### src/rtl/wave_pkg.sv
// Shared definitions for the waveform-generation blocks: FSM state
// encodings and default datapath widths.
package wave_pkg;

    localparam int DEF_N_FRAC = 7;
    localparam int DEF_N_ACC  = 16;
    localparam int DEF_N_DIV  = 8;

    localparam logic [0:0] ST_IDLE = 1'b0;
    localparam logic [0:0] ST_RUN  = 1'b1;

endpackage

### src/rtl/strobe_divider.sv
// Prescaler producing one step pulse every max(prescale,1)+1 cycles
// while running. The period never drops below 2, so the downstream
// consumer always gets a cycle to sample the value after a strobe.
module strobe_divider
    import wave_pkg::*;
#(
    parameter int N_DIV = DEF_N_DIV
) (
    input  logic             clk,
    input  logic             rst,
    input  logic             start,
    input  logic             run,
    input  logic             clear,
    input  logic [N_DIV-1:0] prescale,
    output logic             step
);

    logic [N_DIV-1:0] div_cnt;
    logic [N_DIV-1:0] p_eff;

    assign p_eff = (prescale == '0) ? {{(N_DIV-1){1'b0}}, 1'b1} : prescale;

    // >= rather than == so that lowering prescale below the running count
    // forces a step on the next edge instead of waiting for a counter wrap.
    assign step = run && !clear && (div_cnt >= p_eff);

    // Count up while running; restart on clear, on entry to run, and on each step.
    always_ff @(posedge clk or posedge rst) begin
        if (rst) begin
            div_cnt <= '0;
        end else if (clear || start || step) begin
            div_cnt <= '0;
        end else if (run) begin
            div_cnt <= div_cnt + 1'b1;
        end
    end

endmodule

### src/rtl/sawtooth_phase_counter.sv
// Programmable phase accumulator feeding the triangle stage. Emits the top
// N_FRAC+1 accumulator bits as a signed sawtooth sample with a one-cycle
// strobe at the prescaled rate. New frequency words are held in a shadow
// register and only take effect at an accumulator wrap.
//
//  state   | meaning
//  --------+-----------------------------------------------------------
//  IDLE    | enable low: prescaler, accumulator and outputs hold
//  RUN     | enable high: accumulator steps on every prescaler pulse
module sawtooth_phase_counter
    import wave_pkg::*;
#(
    parameter int N_FRAC     = DEF_N_FRAC,
    parameter int N_ACC      = DEF_N_ACC,
    parameter int N_DIV      = DEF_N_DIV,
    parameter int RESET_WORD = 256
) (
    input  logic              clk_i,
    input  logic              rst_i,
    input  logic              enable_i,
    input  logic              clear_i,
    input  logic [N_DIV-1:0]  prescale_i,
    input  logic [N_ACC-1:0]  freq_word_i,
    input  logic              freq_word_valid_i,
    output logic              freq_word_ready_o,
    output logic [N_FRAC:0]   counter_value_o,
    output logic              next_counter_value_strobe_o,
    output logic              wrap_o
);

    logic [0:0]       state;
    logic [N_ACC-1:0] acc;
    logic [N_ACC-1:0] active_word;
    logic [N_ACC-1:0] shadow_word;
    logic             pending;
    logic [N_ACC:0]   sum;
    logic             step;
    logic             start;
    logic             run;
    logic             carry;
    logic             apply_word;
    logic             take_word;

    assign start = (state == ST_IDLE) && enable_i && !clear_i;
    assign run   = (state == ST_RUN) && enable_i;

    assign sum   = {1'b0, acc} + {1'b0, active_word};
    assign carry = sum[N_ACC];

    // In IDLE no step can be in flight, so a pending word is safe to apply at once.
    assign apply_word = pending && ((step && carry) || ((state == ST_IDLE) && !clear_i));
    assign take_word  = freq_word_valid_i && !pending;

    assign freq_word_ready_o = ~pending;

    strobe_divider #(
        .N_DIV (N_DIV)
    ) u_div (
        .clk      (clk_i),
        .rst      (rst_i),
        .start    (start),
        .run      (run),
        .clear    (clear_i),
        .prescale (prescale_i),
        .step     (step)
    );

    // Run/idle follows enable; clear freezes the state.
    always_ff @(posedge clk_i or posedge rst_i) begin
        if (rst_i) begin
            state <= ST_IDLE;
        end else if (!clear_i) begin
            state <= enable_i ? ST_RUN : ST_IDLE;
        end
    end

    // Accumulator and registered outputs; clear beats a coincident step.
    always_ff @(posedge clk_i or posedge rst_i) begin
        if (rst_i) begin
            acc                         <= '0;
            counter_value_o             <= '0;
            next_counter_value_strobe_o <= 1'b0;
            wrap_o                      <= 1'b0;
        end else if (clear_i) begin
            acc                         <= '0;
            counter_value_o             <= '0;
            next_counter_value_strobe_o <= 1'b0;
            wrap_o                      <= 1'b0;
        end else if (step) begin
            acc                         <= sum[N_ACC-1:0];
            counter_value_o             <= sum[N_ACC-1 -: N_FRAC+1];
            next_counter_value_strobe_o <= 1'b1;
            wrap_o                      <= carry;
        end else begin
            next_counter_value_strobe_o <= 1'b0;
            wrap_o                      <= 1'b0;
        end
    end

    // Shadow/pending handshake; apply and accept are exclusive since accept needs pending=0.
    always_ff @(posedge clk_i or posedge rst_i) begin
        if (rst_i) begin
            active_word <= N_ACC'(RESET_WORD);
            shadow_word <= '0;
            pending     <= 1'b0;
        end else if (apply_word) begin
            active_word <= shadow_word;
            pending     <= 1'b0;
        end else if (take_word) begin
            shadow_word <= freq_word_i;
            pending     <= 1'b1;
        end
    end

endmodule

### config.mk
export PLATFORM = sky130hd
export DESIGN_NAME = sawtooth_phase_counter
export DESIGN_NICKNAME = d
export VERILOG_FILES = /design/src/rtl/wave_pkg.sv /design/src/rtl/strobe_divider.sv /design/src/rtl/sawtooth_phase_counter.sv
export SDC_FILE = /design/constraint.sdc
export NUM_CORES = 1
export LEC_CHECK = 0
export ABC_AREA = 1
export CORE_MARGIN = 1.5
export CORE_UTILIZATION = 40
export DETAILED_ROUTE_END_ITERATION = 6
export RECOVER_POWER = 100
export SYNTH_ARGS = -nofsm -noshare
export SYNTH_HDL_FRONTEND = slang
export SYNTH_SLANG_ARGS = --single-unit
### constraint.sdc
create_clock -name clk_i -period 2.31 [get_ports clk_i]
set_clock_uncertainty 0.15 [all_clocks]
set_input_delay 0.231 -clock clk_i [delete_from_list [all_inputs] [get_ports clk_i]]
set_output_delay 0.231 -clock clk_i [all_outputs]
set_load 0.03 [all_outputs]
== After elaboration in Yosys (flattened, before gate mapping) ==
Cells that the tools add are included.

* Bits in registers: 68
* Input bits: 29
* Logic and storage cells: 48
* Output and inout bits: 11

* Bitwise operators: 3
* $add $sub $neg: 2
* Mux-type cells: 14
* Reductions and logical operators: 19
* $lt $le $gt $ge: 1

{| class="wikitable"
|+ Operators by type and width
! cell !! number
|-
| 8-bit two-way mux || 5
|-
| 16-bit two-way mux || 2
|-
| 16-bit by 16-bit adder with 17-bit output || 1
|-
| 1-bit logical AND || 9
|-
| 8-bit by 1-bit adder with 8-bit output, second input constant || 1
|-
| 8-bit greater-or-equal comparator || 1
|-
| 8-bit logical NOT || 1
|-
| 1-bit two-way mux || 7
|-
| 2-bit nonzero test || 3
|-
| 1-bit logical OR || 3
|-
| 1-bit inverter || 3
|-
| 1-bit logical NOT || 2
|-
| 2-bit AND reduction || 1
|}

== Logic depth before layout (Yosys ltp) ==
* Depth in word-level cells: 9
* Gate-level depth with buffers: 16

== By module ==
Synthesis repeated with hierarchy kept, for this count alone.

* Cell total of the unflattened synthesis: 425
* Area, all modules: 3,642.2 um2

{| class="wikitable"
|+ Modules (own cells, without submodules)
! module !! times used !! cells an instance !! area an instance (um2) !! sequential area each (um2)
|-
| sawtooth_phase_counter || 1 || 339 || 2,967.8 || 1,302.5
|-
| strobe_divider || 1 || 86 || 674.4 || 200.2
|}

== Worst setup path after synthesis ==
OpenSTA, ideal clock, no wires.

* Path type: register -> register
* Start: reg acc[0]
* End: reg active_word[1]
* Path slack: 0.194 ns
* Data arrival time: 1.849 ns
* Period minus slack after synthesis: 2.116 ns
* Cell stages (with the launch flop): 17
* Setup time: 0.117 ns
* Data required time: 2.043 ns
* Cell sequence: dfrtp_1 -> ha_1 -> inv_1 -> fa_1 -> inv_1 -> nand2_1 -> nand2_1 -> nand3_1 -> nand2_2 -> nand2_2 -> nand2_2 -> nand3_4 -> nand2_8 -> nand2_4 -> buf_6 -> nand2_1 -> nand2_1

* Cells in the longest elaborated chain, start to end: 4

{| class="wikitable"
|+ RTL lines
! item !! line !! RTL
|-
| from (decl) || sawtooth_phase_counter.sv:32 || <nowiki>logic [N_ACC-1:0] acc;</nowiki>
|-
| from (signal assigned) || sawtooth_phase_counter.sv:90 || <nowiki>acc <= sum[N_ACC-1:0];</nowiki>
|-
| 16-bit by 16-bit adder with 17-bit output || sawtooth_phase_counter.sv:47 || <nowiki>assign sum = {1'b0, acc} + {1'b0, active_word};</nowiki>
|-
| 1-bit logical AND || sawtooth_phase_counter.sv:51 || <nowiki>assign apply_word = pending && ((step && carry) || ((state == ST_IDLE) && !clear_i));</nowiki>
|-
| 1-bit logical OR || sawtooth_phase_counter.sv:51 ||
|-
| 1-bit logical AND || sawtooth_phase_counter.sv:51 ||
|-
| to (signal assigned) || sawtooth_phase_counter.sv:103 || <nowiki>active_word <= N_ACC'(RESET_WORD);</nowiki>
|-
| to (signal assigned) || sawtooth_phase_counter.sv:107 || <nowiki>active_word <= shadow_word;</nowiki>
|-
| to (decl) || sawtooth_phase_counter.sv:33 || <nowiki>logic [N_ACC-1:0] active_word;</nowiki>
|}

No other way between the ends.
A chain may end at the register's enable or synchronous reset.

== Worst setup path in the final report ==
* Start: reg active_word[0]
* End: reg active_word[4]

* Cells in the longest elaborated chain, start to end: 4

{| class="wikitable"
|+ RTL lines
! item !! line
|-
| 16-bit by 16-bit adder with 17-bit output || sawtooth_phase_counter.sv:47
|-
| 1-bit logical AND || sawtooth_phase_counter.sv:51
|-
| 1-bit logical OR || sawtooth_phase_counter.sv:51
|-
| 1-bit logical AND || sawtooth_phase_counter.sv:51
|}

No other way between the ends.

==> results.cfg <==
[sta]
finalWorstSetupSlack_ns = 0.00396
final_period_demand_of_the_worst_path_ns = 2.31
clock.fmax_mhz = 434
max_slew.worst_pin.slew_ns = 1.46
final_min_period_over_clock_period_pct = 99.8
final.setup.tns_ns = 0
grt_setup_unrepaired = true
finalSetupViolations = 0
report.final.slew_viol_count = 0
timing.final.hold_violations = 0
max_slew_margin_pct = 2.53

[hold_path]
min_path_type = reg2reg

[cts]
cts_buffers = 9
cts_hold_buffers = 0
cts.clk_slew.worst_paths_ns = 0.07
htreeDepth = 3
cts.path.max_buffers = 2
worst_skew_pair.late_latency_ns = 0.35
clock_sink_count = 60
clk_root_buffer_cell = clkbuf_8
tritoncts_clock_tree = yes

[grt]
largest_net_degree_at_the_start_of_global_routing = 61
all_layer_gr_usage_pct = 17.6
first_global_vias = 2899
grt_pass1_wl_um = 13200
initial_antenna_violation_count = 0
grt_residual_overflow = 0

[worst_setup_path]
timing_worst_setup_path_type = reg2reg
worst-path-max-fanout = 8
crit_arrival_ns = 2.40
worst_ep_required_time_ns = 2.40
worst_setup_path_start_kind = register
worstSetupEndpointType = register

[placement]
dp_hpwl_um = 5620
global_placement_routability_congestion = 0.882
dp_cells = 579
port-buffer-count = 39
dp_worst_setup_slack_ns = -0.287

[logic_synthesis]
yosys.cell_types.count = 39
ys_top_cells_by_area = dfrtp_1 41%, nand2_1 14%, ha_1 8.8%
yosys_warnings = 0
yosys.area_share.simple_pct = 25.3
synth-xor-area-share_pct = 2.46
postSynth.asyncResetShare_pct = 100
synth_top_area_share_pct = 41.4
yosys.area.top_type = dfrtp_1
postSynthCellCount = 431
synth-seq-cells = 60
mux_share_of_post_synthesis_cell_area_pct = 5.06
synth_flop_cell = dfrtp_1
net_count_synth = 486
synth_most_common_cell = nand2_1
post_synth.cell_area_avg_um2 = 8.27
synth_edf_count = 0
ys_seq_area_share_pct = 42.2
most_frequent_cells_after_synthesis = 133 x nand2_1, 59 x dfrtp_1, 43 x inv_1
dominant_combinational_cell_family_by_area_after_synthesis = simple AND/OR/NAND/NOR gates
netlist_area_um2 = 3560
synthAdderAreaFrac_pct = 9.34
synth-compound-area-share_pct = 7.76

[status]
run_status = finished clean

[drt]
ant_nets = 0
drt-wirelength-per-cell_um = 12.7
drt_first_iter_violations = 114
drc_errors = 0
drtPass1Iterations = 4
detail_route.vias_per_cell = 4.87
route.vias.total = 2963
totalWireLength_um = 7760

[final_layout]
final_cell_count_no_fill = 609
n_fill_cell = 857
area.growth.synth_to_final_pct = 26.0
final_layout_size_suffix_gt1_share_pct = 19.6
final_net_count = 551
num_antenna_cells = 0

[pwr]
total_power_divided_by_cell_area_nw_per_um2 = 778
worst_ir_drop_vdd_mv = 0.447
power_leakage_nw = 2.24

[floorplanning]
floorplan.die_area_um2 = 9480
num_rows = 34
fp.coreArea_um2 = 8680
fp.dieW_um = 97.4
die_h_um = 97.4
io-pin-count = 40
floorplan.initialDensity_pct = 41.1

[run]
max_cap_violations = 0
[path summary, 6_finish.rpt]
| path | startpoint | to | slack (ns) | depth (start not counted) |
|---|---|---|---|---|
| worst max-delay path | active_word[0] | active_word[4] | 0.004 | 15 |
| worst min-delay path | active_word[14] | active_word[14] | 0.34 | 2 |
| worst max register to register | active_word[0] | active_word[4] | 0.004 | 15 |
| worst min register to register | active_word[14] | active_word[14] | 0.34 | 2 |
| max in group asynchronous | rst_i | counter_value_o[3] | 0.48 | 3 |
| min in group asynchronous | rst_i | acc[6] | 0.67 | 3 |
[sequential cells by signal (all words and copies together) (netlist names)]
name,cells
active_word,16
shadow_word,16
next_counter_value_strobe_o,1
counter_value_o,8
wrap_o,1
acc,8
pending,1
state,1
u_div.div_cnt,8
[critical path, cell delays in order, from the launching register on]
cell and delay (ns):
dfrtp_1 0.41, ha_2 0.21, inv_2 0.05, fa_2 0.37, inv_2 0.07, nand2_2 0.05, nand2_2 0.08, nand3_2 0.06
nand2_2 0.07, nand2_2 0.05, nand2_2 0.08, nand3_4 0.12, nand2_8 0.17, nand2_8 0.11, nand2_4 0.09, nand2_2 0.04
[logic make-up (layout without fill, tap and decap cells)]
kind of cell,Yosys count,after routing
buffers and inverters,61,129
AOI/OAI and AO/OA,52,52
and+or+nand+nor,206,208
DFF,60,60
muxes,16,16
adders and majority gates,26,26
xor gates and xnor gates,10,10
[layer usage]
layer	GRT usage, %	up-vias	routed length (um)
met2	26.4	48	3360
met4	6.26	0	135
met5	0	-	0
li1	-	1523	-
met3	5.32	13	333
met1	24.0	1379	3930
[area by class of cell]
| cell class | count | area (um^2) | area share, % |
|---|---|---|---|
| well taps | 108 | 135 | 3.01 |
| flip-flops and latches | 60 | 1500 | 33.5 |
| multi-input cells | 312 | 1890 | 42.2 |
| inverters | 47 | 183 | 4.07 |
| clock buffers | 11 | 131 | 2.93 |
| repair buffers | 66 | 614 | 13.7 |
| clock inverters | 5 | 30.0 | 0.669 |
[repair_timing]
action                     4_1_cts  5_1_grt
gates cloned                     2        0
resized for setup                6       29
setup endpoints to repair       17       39
buffers inserted                 8        4
pin swaps                        3       16
[layout by cell type, fill, tap and decap left out, drive strengths merged]
cell | synthesis | layout
o21ai | 26 | 26
fa | 1 | 1
nor2 | 26 | 26
dfstp | 1 | 1
dlygate4sd3 | 0 | 1
ha | 25 | 25
clkinv | 1 | 4
a21oi | 20 | 20
nand3b | 1 | 1
xnor2 | 3 | 3
clkbuf | 1 | 12
clkinvlp | 0 | 3
clkdlybuf4s50 | 0 | 38
o22ai | 1 | 1
a41o | 1 | 1
inv | 46 | 45
o21bai | 1 | 1
xor2 | 7 | 7
a21o | 1 | 1
dfrtp | 59 | 59
a211oi | 1 | 1
nor3 | 3 | 3
nor4 | 1 | 1
buf | 13 | 26
nand4 | 2 | 2
nand3 | 31 | 31
nand2 | 141 | 143
a21boi | 1 | 1
or2 | 1 | 1
mux2 | 16 | 16
[where the power goes]
group	internal, W	total [W]	switching [W]
Combinational	0.000507	0.00113	0.000625
Sequential	0.00135	0.00156	0.000202
Clock	0.000383	0.000805	0.000422
[metrics by stage]
stage	area [um^2]	util, %	hold WS (ns)	total power [W]
floorplan	3560	-	0.172	0.00228
global placement	4110	47.3	0.313	0.00256
detailed placement	4110	47.3	0.321	0.00259
CTS	4390	50.6	0.113	0.00346
global route	4490	51.7	0.330	0.00377
finish	4490	51.7	0.338	0.00349
No activity file was read; power rests on OpenSTA's default activity.
